## config.mk

```make
export PLATFORM = sky130hd
export DESIGN_NAME = cnn_core
export DESIGN_NICKNAME = d
export VERILOG_FILES = /design/src/rtl/cnn_core.sv
export SDC_FILE = /design/constraint.sdc
export NUM_CORES = 1
export LEC_CHECK = 0
export BUFFER_PORTS_ARGS = -buffer_cell sky130_fd_sc_hd__buf_2
export CORE_ASPECT_RATIO = 0.8
export CORE_UTILIZATION = 41
export DETAILED_ROUTE_END_ITERATION = 10
export MAX_ROUTING_LAYER = met4
export RECOVER_POWER = 25
export SETUP_SLACK_MARGIN = 0.2
export SKIP_CTS_REPAIR_TIMING = 1
export SLEW_MARGIN = 20
export SYNTH_ARGS = -nofsm -noshare
export SYNTH_HDL_FRONTEND = slang
export SYNTH_SLANG_ARGS = --single-unit
export TNS_END_PERCENT = 50
```

## constraint.sdc

```tcl
create_clock -name iClk -period 3.9 [get_ports iClk]
set_input_delay 0.195 -clock iClk [delete_from_list [all_inputs] [get_ports iClk]]
set_output_delay 0.195 -clock iClk [all_outputs]
set_load 0.01 [all_outputs]
```

## src/rtl/cnn_core.sv

```systemverilog
// ============================================================================
//  Module   : cnn_core
//  Brief    : Streaming 3x3 sharpen convolution (valid mode) over square
//             8-bit frames. Optional macro CNN_CORE_RELU_EN selects ReLU
//             output clamping instead of absolute value.
//  Revision : 1.0 - initial release
// ============================================================================
`default_nettype none

module cnn_core #(
  parameter int IMAGE_WIDTH = 16
) (
  input  logic       iClk,
  input  logic       iRst,
  input  logic       iStart,
  input  logic [7:0] iData,
  input  logic       iValid,
  output logic [7:0] oResult,
  output logic       oValid
);

  localparam int              c_CW   = (IMAGE_WIDTH > 1) ? $clog2(IMAGE_WIDTH) : 1;
  localparam logic [c_CW-1:0] c_LAST = c_CW'(IMAGE_WIDTH - 1);

  typedef enum logic [0:0] {
    IDLE = 1'b0,
    RUN  = 1'b1
  } state_t;

  state_t            r_state;
  state_t            w_stateNext;
  logic              w_accept;
  logic [c_CW-1:0]   r_col;
  logic [c_CW-1:0]   r_row;
  logic [7:0]        r_lineA [IMAGE_WIDTH];
  logic [7:0]        r_lineB [IMAGE_WIDTH];
  logic [7:0]        r_win   [3][3];
  logic              r_winValid;
  logic signed [11:0] w_sum;
  logic signed [11:0] r_sum;
  logic              r_sumValid;
  logic signed [11:0] w_mag;
  logic [7:0]        w_mapped;

  always_ff @(posedge iClk) begin
    if (iRst) r_state <= IDLE;
    else      r_state <= w_stateNext;
  end

  // The start cycle never accepts a pixel, even in RUN.
  always_comb begin
    w_stateNext = r_state;
    w_accept    = 1'b0;
    if (iStart) w_stateNext = RUN;
    if (r_state == RUN && iValid && !iStart) w_accept = 1'b1;
  end

  always_ff @(posedge iClk) begin
    if (iRst || iStart) begin
      r_col <= '0;
      r_row <= '0;
    end else if (w_accept) begin
      if (r_col == c_LAST) begin
        r_col <= '0;
        r_row <= (r_row == c_LAST) ? '0 : r_row + 1'b1;
      end else begin
        r_col <= r_col + 1'b1;
      end
    end
  end

  // lineA holds row-2, lineB holds row-1 at the current column.
  always_ff @(posedge iClk) begin
    if (!iRst && w_accept) begin
      r_lineA[r_col] <= r_lineB[r_col];
      r_lineB[r_col] <= iData;
    end
  end

  always_ff @(posedge iClk) begin
    if (iRst) begin
      for (int r = 0; r < 3; r++)
        for (int c = 0; c < 3; c++)
          r_win[r][c] <= '0;
      r_winValid <= 1'b0;
    end else begin
      if (w_accept) begin
        for (int r = 0; r < 3; r++) begin
          r_win[r][0] <= r_win[r][1];
          r_win[r][1] <= r_win[r][2];
        end
        r_win[0][2] <= r_lineA[r_col];
        r_win[1][2] <= r_lineB[r_col];
        r_win[2][2] <= iData;
      end
      r_winValid <= w_accept && (r_row >= c_CW'(2)) && (r_col >= c_CW'(2));
    end
  end

  function automatic int kernelCoef(input int r, input int c);
    if (r == 1 && c == 1)      return 5;
    else if ((r == 1) != (c == 1)) return -1;
    else                        return 0;
  endfunction

  always_comb begin
    w_sum = '0;
    for (int r = 0; r < 3; r++)
      for (int c = 0; c < 3; c++)
        w_sum = w_sum + 12'(kernelCoef(r, c)) * $signed({4'b0000, r_win[r][c]});
  end

  always_ff @(posedge iClk) begin
    if (iRst) begin
      r_sum      <= '0;
      r_sumValid <= 1'b0;
    end else begin
      if (r_winValid) r_sum <= w_sum;
      r_sumValid <= r_winValid;
    end
  end

  always_comb begin
`ifdef CNN_CORE_RELU_EN
    w_mag = (r_sum < 0) ? 12'sd0 : r_sum;
`else
    w_mag = (r_sum < 0) ? -r_sum : r_sum;
`endif
    w_mapped = (w_mag > 12'sd255) ? 8'hFF : w_mag[7:0];
  end

  always_ff @(posedge iClk) begin
    if (iRst) begin
      oValid  <= 1'b0;
      oResult <= '0;
    end else begin
      oValid <= r_sumValid;
      if (r_sumValid) oResult <= w_mapped;
    end
  end

endmodule

`default_nettype wire

```

Yosys cells after proc, flatten, opt, wreduce, memory -nomap -nowiden
Memory sizes are Yosys's and may differ from the RTL's. A register that Yosys moved wholly into a read port is not among the register bits.
Index checks and enable logic that the tools add are counted.
{ "word_totals": {"ram_bits": 328, "elab_cells": 72, "memories": 3, "ff_bits": 32} }
{ "memory_table": {"columns": ["memory", "depth", "width", "read_ports", "rd_clocked_by_memory_dff", "wr", "line", "text"], "rows": [
  ["r_lineA", 16, 8, 1, 1, 1, "35", "logic [7:0] r_lineA [IMAGE_WIDTH];"],
  ["r_lineB", 16, 8, 1, 1, 1, "36", "logic [7:0] r_lineB [IMAGE_WIDTH];"],
  ["r_win", 3, 24, 3, 0, 3, "37", "logic [7:0] r_win [3][3];"]
]} }
{ "op_classes": {"addsub": 11, "n_reduce_logical": 9, "mux": 25, "order_cmp": 4, "eq_ne": 2, "multipliers": 1, "n_bitwise": 9} }
{ "op_table": {"columns": ["op", "n"], "rows": [
  ["two-way mux 8 bit", 10],
  ["adder 12 bit", 4],
  ["negator 8 -> 12 bit", 4],
  ["two-way mux 4 bit", 6],
  ["> comparator 12 x 9 -> 1 bit, second input constant", 1],
  ["less-than comparator 12 x 1 -> 1 bit, second input constant", 1],
  ["two-way mux 12 bit", 1],
  ["negator 12 bit", 1],
  ["multiplier 3 x 8 -> 11 bit, first input constant", 1],
  ["OR 1 bit", 9],
  ["adder 4 x 1 -> 4 bit, second input constant", 2],
  ["== test 4 bit, second input constant", 2],
  ["greater-or-equal comparator 4 x 2 -> 1 bit, second input constant", 2],
  ["two-way mux 1 bit", 8],
  ["logical AND 1 bit", 5],
  ["logical NOT 1 bit", 2],
  ["AND reduction 2 bit", 1],
  ["logical OR 1 bit", 1]
]} }

Logic depth before layout (Yosys ltp)
Gate-level depths: netlist (run 1).
{ "depth": {"word_depth": 7, "ltp_mapped": 14, "ltp_nobuf": 14} }

Worst setup path before layout (run 1)
OpenSTA, ideal clock, no wires.
{ "synth_timing": {"path_kind": "register to register", "start": "memory r_win[0][35] (netlist name)", "end": "register r_sum[10]", "arrival_ns": 3.347, "required_ns": 3.814, "path_stages_with_launch": 15, "path_slack_ns": 0.468, "synth_period_minus_slack_ns": 3.432, "path_cell_list": "edfxtp_1 > ha_1 > ha_1 > fa_1 > a21o_1 > a21oi_1 > xnor2_1 > fa_1 > inv_1 > ha_1 > o2111ai_1 > a31oi_1 > o31ai_1 > xor2_1 > a211oi_1"} }
{ "synth_rtl": {"columns": ["element", "line", "text"], "rows": [
  ["from (decl)", "37", null],
  ["to (signal assigned)", "118", "if (r_winValid) r_sum <= w_sum;"],
  ["to (decl)", "40", "logic signed [11:0] r_sum;"]
]} }

==> metrics.csv, run 1 <==
stage,metric,value,unit
finish,multi_input_area,4285,um2
detailed_routing,wl_met3,1357,um
min_path,hold_class,in2reg,
logic_synthesis,synth_edf_count,312,
setup_path,crit_chain,ha_1 -> ha_2 -> fa_1 -> a21o_1 -> a21oi_2 -> xnor2_1 -> fa_1 -> inv_1 -> ha_4 -> o2111ai_1 -> a31oi_2 -> o31ai_2 -> xor2_1 -> a211oi_1,
setup_path,cp-startpoint,r_win[0][35]$_SDFFCE_PN0P_,
setup_path,reg2regPathDepth,14,
global_routing,grt_max_degree,57,
placed_design,io_buffers,20,
clock_tree,cts_tree,yes,
detailed_routing,met1Wirelength,14720,um
global_routing,grt_pass1_wl,45550,um
floorplanning,initial_core_util,42.03,%
finish,mostFrequentLayoutCells,"edfxtp_1 (312), mux4_2 (80), inv_1 (63)",
floorplanning,rows,61,
detailed_routing,drt_pass1_iterations,5,
floorplanning,coreArea,35030,um2
clock_tree,clock_latency,0.53,ns
global_routing,grt_pass1_vias,7403,
setup_path,critPathLaunchType,flip-flop,
timing,setup_viol,0,
logic_synthesis,synthCells,834,
timing,skew,0.02229,ns
job,maxCapViolations,0,
logic_synthesis,netlist_area,14720,um2
setup_path,rrSetupSlack,0.38,ns
detailed_routing,wl_met2,12810,um
setup_path,cp_slowest_cell,fa_1,
timing,rsz0062_at_grt,true,
finish,layout_commonest_cell,edfxtp_1,
logic_synthesis,synth_area_leaders,"edfxtp_1 (64%), mux4_2 (12%), dfxtp_1 (4.9%), fa_1 (3.4%), ha_1 (2.5%)",
setup_path,slowest_delay,0.48,ns
placed_design,preCtsSetupSlack,0.2197,ns
finish,syn_to_final_growth,12.29,%
logic_synthesis,synth_cell_types,49,
clock_tree,htreeDepth,2,
detailed_routing,wl_per_cell,21.25,um
setup_path,path_max_fanout,4,
setup_path,required,4.32,ns
logic_synthesis,async_reset_ff_share,0,%
timing,slew_violations,0,
setup_path,path_buf_inv,1,
floorplanning,dieArea,36680,um2
global_routing,grtUsageTotal,17.51,%
finish,design_area,16530,um2
placed_design,dpl.hpwl,17310,um
logic_synthesis,yosys_warnings,0,
setup_path,critical-path-top-delay-family,adder cells,
detailed_routing,ant_nets,0,
finish,fillers,2977,
floorplanning,fp.dieH,171.5,um
timing,max_slew.worst_pin.slew,1.019,ns
finish,fin_cells,1380,
timing,fin_crit,3.522,ns
floorplanning,die_w,213.9,um
finish,n_antenna_cell,0,
clock_tree,clk_path_buf_depth,3,
clock_tree,clock-sinks,348,
logic_synthesis,syn_nets,900,
logic_synthesis,synth_top_area_share,63.64,%
timing,slew_headroom,31.95,%
logic_synthesis,synth_seq_area_share,68.53,%
power,power.density,476.8,nW/um2
detailed_routing,avgViaCountPerCell,5.321,
power,ir_drop,331.7,uV
placed_design,gp_congestion,0.7446,
detailed_routing,drc,0,
finish,seq_area,10100,um2
run_status,status,"complete, no violations",
timing,setup-tns-final,0,ns
logic_synthesis,synth.ff_latch_count,348,
setup_path,crit_path_end_kind,flip-flop,
clock_tree,clk_pin_slew,0.06,ns
power,total_power,7.882,mW
min_path,holdCritStartpoint,iStart,
setup_path,rr_endpoint,r_sum[10]$_SDFFE_PP0P_,
global_routing,antenna_found_initial,0,
timing,hold_viol_final,0,
min_path,worst_hold_path.endpoint,r_state$_SDFFE_PP0P_,
finish,nNetsFinal,950,
detailed_routing,wl,29320,um
setup_path,crit_arrival,3.95,ns
timing,fin_crit_sh,90.31,%
placed_design,postPlaceCellArea,15490,um2
timing,fin_hold_ws,0.1095,ns
clock_tree,cts-buffers-inserted,36,
detailed_routing,routed.top_layer,met4,
setup_path,path_class,reg2reg,
setup_path,crit_top_cell,fa_1,
min_path,whs_path_depth,3,
floorplanning,ios,21,
logic_synthesis,ys.flop_type,edfxtp_1,
setup_path,r2r-start,r_win[0][35]$_SDFFCE_PN0P_,
placed_design,dp_cells,1316,
finish,final_util,47.19,%
timing,setup_ws,0.3779,ns
detailed_routing,vias,7343,
finish,drive_gt1_share,20.04,%
timing,max_clock_freq,283.9,MHz
clock_tree,cts_root_buf,clkbuf_16,
global_routing,overflow,0,
logic_synthesis,postSynthAreaPerCell,17.65,um2
power,p_leak,5.446,nW
logic_synthesis,yosysTopAreaCell,edfxtp_1,
detailed_routing,drt_iter0_drc,491,
-- sequential cells by signal (all words and copies together), names as in the netlist, named ones only --
register    cells
r_row           4
oValid          1
r_winValid      1
r_lineB       128
r_sum          12
r_sumValid      1
r_win          56
oResult         8
r_lineA       128
r_state         1
r_col           4
-- cells in the mapped netlist (all sizes together), types with 6 or more instances --
cell,number
edfxtp,312
mux4,80
inv,63
and2,48
nor2,44
dfxtp,36
ha,29
fa,25
nand2,22
clkbuf,19
buf,16
nor3,14
a21oi,13
xor2,13
nor4,12
xnor2,10
a211oi,8
a311oi,8
o21ai,8
mux2i,6
nand2b,6
-- area by class of cell --
class,count,area share (%)
Tap cell,472,3.572
Clock inverter,17,0.5601
Clock buffer,45,5.654
Multi-Input combinational cell,388,25.92
Inverter,63,1.430
Sequential cell,348,61.07
Timing Repair Buffer,47,1.794
-- worst register-to-register path: stages, from the launching register on --
cell	delay (ns)
edfxtp_1	0.41
ha_1	0.31
ha_2	0.21
fa_1	0.39
a21o_1	0.20
a21oi_2	0.17
xnor2_1	0.10
fa_1	0.48
inv_1	0.06
ha_4	0.28
o2111ai_1	0.12
a31oi_2	0.22
o31ai_2	0.11
xor2_1	0.16
a211oi_1	0.21
-- how the worst max path moves through the flow --
stage                                   to  slack (ns)  depth (start not counted)
global placement    r_sum[10]$_SDFFE_PP0P_        0.29                         14
CTS                 r_sum[10]$_SDFFE_PP0P_        0.20                         14
global route        r_sum[10]$_SDFFE_PP0P_        0.12                         14
floorplan           r_sum[10]$_SDFFE_PP0P_        0.47                         14
finish              r_sum[10]$_SDFFE_PP0P_        0.38                         14
detailed placement  r_sum[10]$_SDFFE_PP0P_        0.22                         14
-- power breakdown --
part           switching, mW  internal, mW
clock                   1.38          1.70
combinational          0.410         0.296
sequential            0.0162          4.08
-- kinds of logic after synthesis --
| logic type | share of synthesized area [%] |
|---|---|
| mux | 12.72 |
| compound gates | 2.720 |
| buf+inv | 2.890 |
| xor+xnor | 1.368 |
| fa+ha+maj | 5.864 |
| flops | 68.53 |
| simple gates | 5.906 |
-- per-layer routing --
metal | global-route usage (%) | vias to the layer above
li1 | - | 3298
met4 | 3.851 | 0
met1 | 26.68 | 3862
met5 | - | -
met2 | 24.76 | 148
met3 | 2.684 | 35
Note: power is estimated with default switching activity, not from simulation.
==> inputs of run 2 (changes only) <==
--- a/config.mk
+++ b/config.mk
@@ -5,10 +5,12 @@
 export SDC_FILE = /design/constraint.sdc
 export NUM_CORES = 1
 export LEC_CHECK = 0
+export ABC_AREA = 1
 export BUFFER_PORTS_ARGS = -buffer_cell sky130_fd_sc_hd__buf_2
 export CORE_ASPECT_RATIO = 0.8
 export CORE_UTILIZATION = 41
 export DETAILED_ROUTE_END_ITERATION = 10
+export GPL_ROUTABILITY_DRIVEN = 0
 export MAX_ROUTING_LAYER = met4
 export RECOVER_POWER = 25
 export SETUP_SLACK_MARGIN = 0.2
==> metrics.csv, run 2 <==
stage,metric,value,unit,change
timing,setup_ws,0.3805,ns,+0.002609 ns
detailed_routing,wl,34880,um,+19%
setup_path,r2r-start,r_win[0][34]$_SDFFCE_PN0P_,,
floorplanning,fp.dieH,174.9,um,+2.0%
logic_synthesis,yosysTopAreaCell,edfxtp_1,,
setup_path,cp-startpoint,r_win[0][34]$_SDFFCE_PN0P_,,
global_routing,grtUsageTotal,19.31,%,+1.8 points
logic_synthesis,postSynthAreaPerCell,11.47,um2,-35%
finish,design_area,16990,um2,+2.7%
clock_tree,clock_latency,0.53,ns,about the same
setup_path,critPathLaunchType,flip-flop,,
power,power.share.clock,40.1,%,+1.0 points
timing,hold_viol_final,0,,unchanged
setup_path,path_class,reg2reg,,
detailed_routing,vias,9762,,+33%
detailed_routing,wl_per_cell,18.77,um,-12%
logic_synthesis,synth_edf_count,312,,unchanged
finish,drive_gt1_share,7.553,%,-12 points
logic_synthesis,synth_top_area_share,61.14,%,-2.5 points
logic_synthesis,synthTopCellsByCount,"edfxtp_1 (312), nor2_1 (281), o21ai_0 (144)",,
finish,mostFrequentLayoutCells,"edfxtp_1 (312), nor2_1 (268), o21ai_0 (143)",,
logic_synthesis,syn_nets,1402,,+56%
finish,nNetsFinal,1420,,+49%
placed_design,preCtsSetupSlack,0.3160,ns,+0.09632 ns
global_routing,grt_max_degree,128,,+120%
run_status,status,"complete, no violations",,
setup_path,crit_arrival,3.94,ns,about the same
global_routing,overflow,0,,unchanged
logic_synthesis,synthCells,1336,,+60%
detailed_routing,drt_pass1_iterations,6,,+1
logic_synthesis,ys.flop_type,edfxtp_1,,
min_path,holdCritStartpoint,iRst,,
finish,syn_to_final_growth,10.84,%,
clock_tree,clock-sinks,348,,unchanged
placed_design,dpl.hpwl,19540,um,+13%
finish,fin_cells,1858,,+35%
setup_path,rrSetupSlack,0.38,ns,about the same
floorplanning,rows,62,,+1.6%
clock_tree,cts_tree,yes,,
timing,fin_crit,3.519,ns,-0.002609 ns
finish,seq_area,10100,um2,about the same
logic_synthesis,yosysMostFrequentCell,edfxtp_1,,
timing,max_clock_freq,284.1,MHz,about the same
timing,skew,0.02864,ns,+0.006348 ns
global_routing,grt_pass1_wl,54410,um,+19%
power,p_sw_share,23.41,%,+0.48 points
finish,reg.largest.list,"r_lineA x128, r_lineB x128, r_win x56",,
global_routing,grt_pass1_vias,9518,,+29%
power,p_leak,6.070,nW,+11%
logic_synthesis,synth.ff_latch_count,348,,unchanged
finish,layout_commonest_cell,edfxtp_1,,
min_path,hold_class,in2reg,,
floorplanning,ios,21,,unchanged
power,p_comb_share,9.5,%,+0.6 points
logic_synthesis,synth_cell_types,34,,-31%
setup_path,required,4.32,ns,about the same
timing,slew_headroom,11.22,%,-21 points
logic_synthesis,synth_seq_area_share,65.84,%,-2.7 points
clock_tree,cts-buffers-inserted,34,,-5.6%
floorplanning,dieArea,38160,um2,+4.0%
job,maxCapViolations,0,,unchanged
floorplanning,coreArea,36380,um2,+3.9%
detailed_routing,avgViaCountPerCell,5.254,,-1.3%
placed_design,io_buffers,20,,unchanged
timing,fin_crit_sh,90.24,%,about the same
power,total_power,8.148,mW,+3.4%
global_routing,antenna_found_initial,2,,+2
power,power.density,479.7,nW/um2,+0.62%
timing,setup_viol,0,,unchanged
placed_design,postPlaceCellArea,15900,um2,+2.7%
logic_synthesis,netlist_area,15320,um2,+4.1%
setup_path,crit_path_end_kind,flip-flop,,
timing,rsz0062_at_grt,true,,
power,intPower,6.241,mW,+2.7%
clock_tree,clk_path_buf_depth,3,,unchanged
clock_tree,clk_pin_slew,0.06,ns,about the same
clock_tree,cts_root_buf,clkbuf_16,,
finish,fillers,3260,,+9.5%
detailed_routing,drt_iter0_drc,1069,,+120%
floorplanning,initial_core_util,42.12,%,+0.091 points
power,ir_drop,439.8,uV,+33%
detailed_routing,drc,0,,unchanged
placed_design,dp_cells,1797,,+37%
setup_path,path_max_fanout,5,,+1
clock_tree,htreeDepth,2,,unchanged
timing,setup-tns-final,0,ns,unchanged
timing,slew_violations,0,,unchanged
floorplanning,die_w,218.1,um,+2.0%
logic_synthesis,async_reset_ff_share,0,%,unchanged
logic_synthesis,yosys_warnings,0,,unchanged
finish,multi_input_area,4389,um2,+2.4%
logic_synthesis,synth_area_leaders,"edfxtp_1 (61%), nor2_1 (6.9%), dfxtp_1 (4.7%), o21ai_0 (4.7%), fa_1 (3.3%)",,
timing,max_slew.worst_pin.slew,1.330,ns,+0.3109 ns
power,p_seq_share,50.4,%,-1.5 points
detailed_routing,ant_nets,0,,unchanged
power,switching_power,1.907,mW,+5.5%
-- run 2: changes by cell type after synthesis, sizes merged, moves of 64 or more --
| cell | before | now |
|---|---|---|
| mux4 | 80 | 0 |
| nor2 | 44 | 284 |
| nand2 | 22 | 88 |
| o211ai | 0 | 64 |
| inv | 63 | 134 |
| o21ai | 8 | 156 |
-- run 2: power by group through the flow --
| stage | Sequential [mW] | Clock [mW] | Combinational, mW |
|---|---|---|---|
| global placement | 4.18 | 0 | 0.744 |
| global route | 4.11 | 3.46 | 0.893 |
| CTS | 4.10 | 3.32 | 0.765 |
| detailed placement | 4.18 | 0 | 0.756 |
| finish | 4.10 | 3.27 | 0.775 |
| floorplan | 4.18 | 0 | 0.578 |
-- run 2: layout make-up --
cell class | instances | share of cell area [%]
diodes | 1 | 0.01473
clock buffers | 42 | 5.436
inverters | 134 | 2.991
well taps | 480 | 3.536
repair buffers | 46 | 1.702
clock inverters | 17 | 1.031
multi-input cells | 790 | 25.84
flip-flops and latches | 348 | 59.45
-- run 2: kinds of logic (layout without fill, tap and decap cells) --
logic type / count (synthesis) / after routing / share of synthesized area (%)
AND/OR/NAND/NOR: 441 / 441 / 11.49
buffers and inverters: 198 / 239 / 5.797
flip-flops: 348 / 348 / 65.84
AO/OA/AOI/OAI: 283 / 283 / 10.55
other: 0 / 1 / 0
XOR/XNOR: 12 / 12 / 0.6859
adder cells (fa/ha/maj): 54 / 54 / 5.634
-- run 2: worst paths after layout --
check        cells past startpoint               endpoint
max                             16  r_sum[9]$_SDFFE_PP0P_
min                              2   r_state$_SDFFE_PP0P_
max reg2reg                     16  r_sum[9]$_SDFFE_PP0P_
min reg2reg                      2  r_row[2]$_SDFFE_PP0P_
-- run 2: metal layers --
metal / global-route usage [%] / vias to the layer above / wire, um / part of all wire (%)
li1: - / 4666 / - / -
met1: 27.50 / 4737 / 16270 / 47
met2: 28.72 / 306 / 15490 / 44
met3: 3.151 / 53 / 2463 / 7.1
met4: 5.070 / 0 / 648 / 1.9
met5: - / - / 0 / 0
-- run 2: stage by stage --
| step | hold WS (ns) | utilization, % |
|---|---|---|
| 2_1_floorplan | 0.2939 | - |
| 3_3_place_gp | 0.4387 | 43.70 |
| 3_5_place_dp | 0.4630 | 43.70 |
| 4_1_cts | -0.08458 | 46.72 |
| 5_1_grt | 0.08186 | 46.68 |
| 6_report | 0.06106 | 46.68 |
-- run 2: critical path, cell delays in order (launching register included) --
cell and delay (ns):
edfxtp_1 0.46, ha_1 0.38, ha_1 0.30, nand3_1 0.09, nand2_1 0.14, a21oi_1 0.08, o21ai_0 0.20, xor2_1 0.21
fa_1 0.44, ha_1 0.37, a21oi_1 0.18, a21boi_2 0.21, nand3_1 0.13, nand2_1 0.08, nand3_1 0.06, nand2_1 0.07
inv_1 0.03
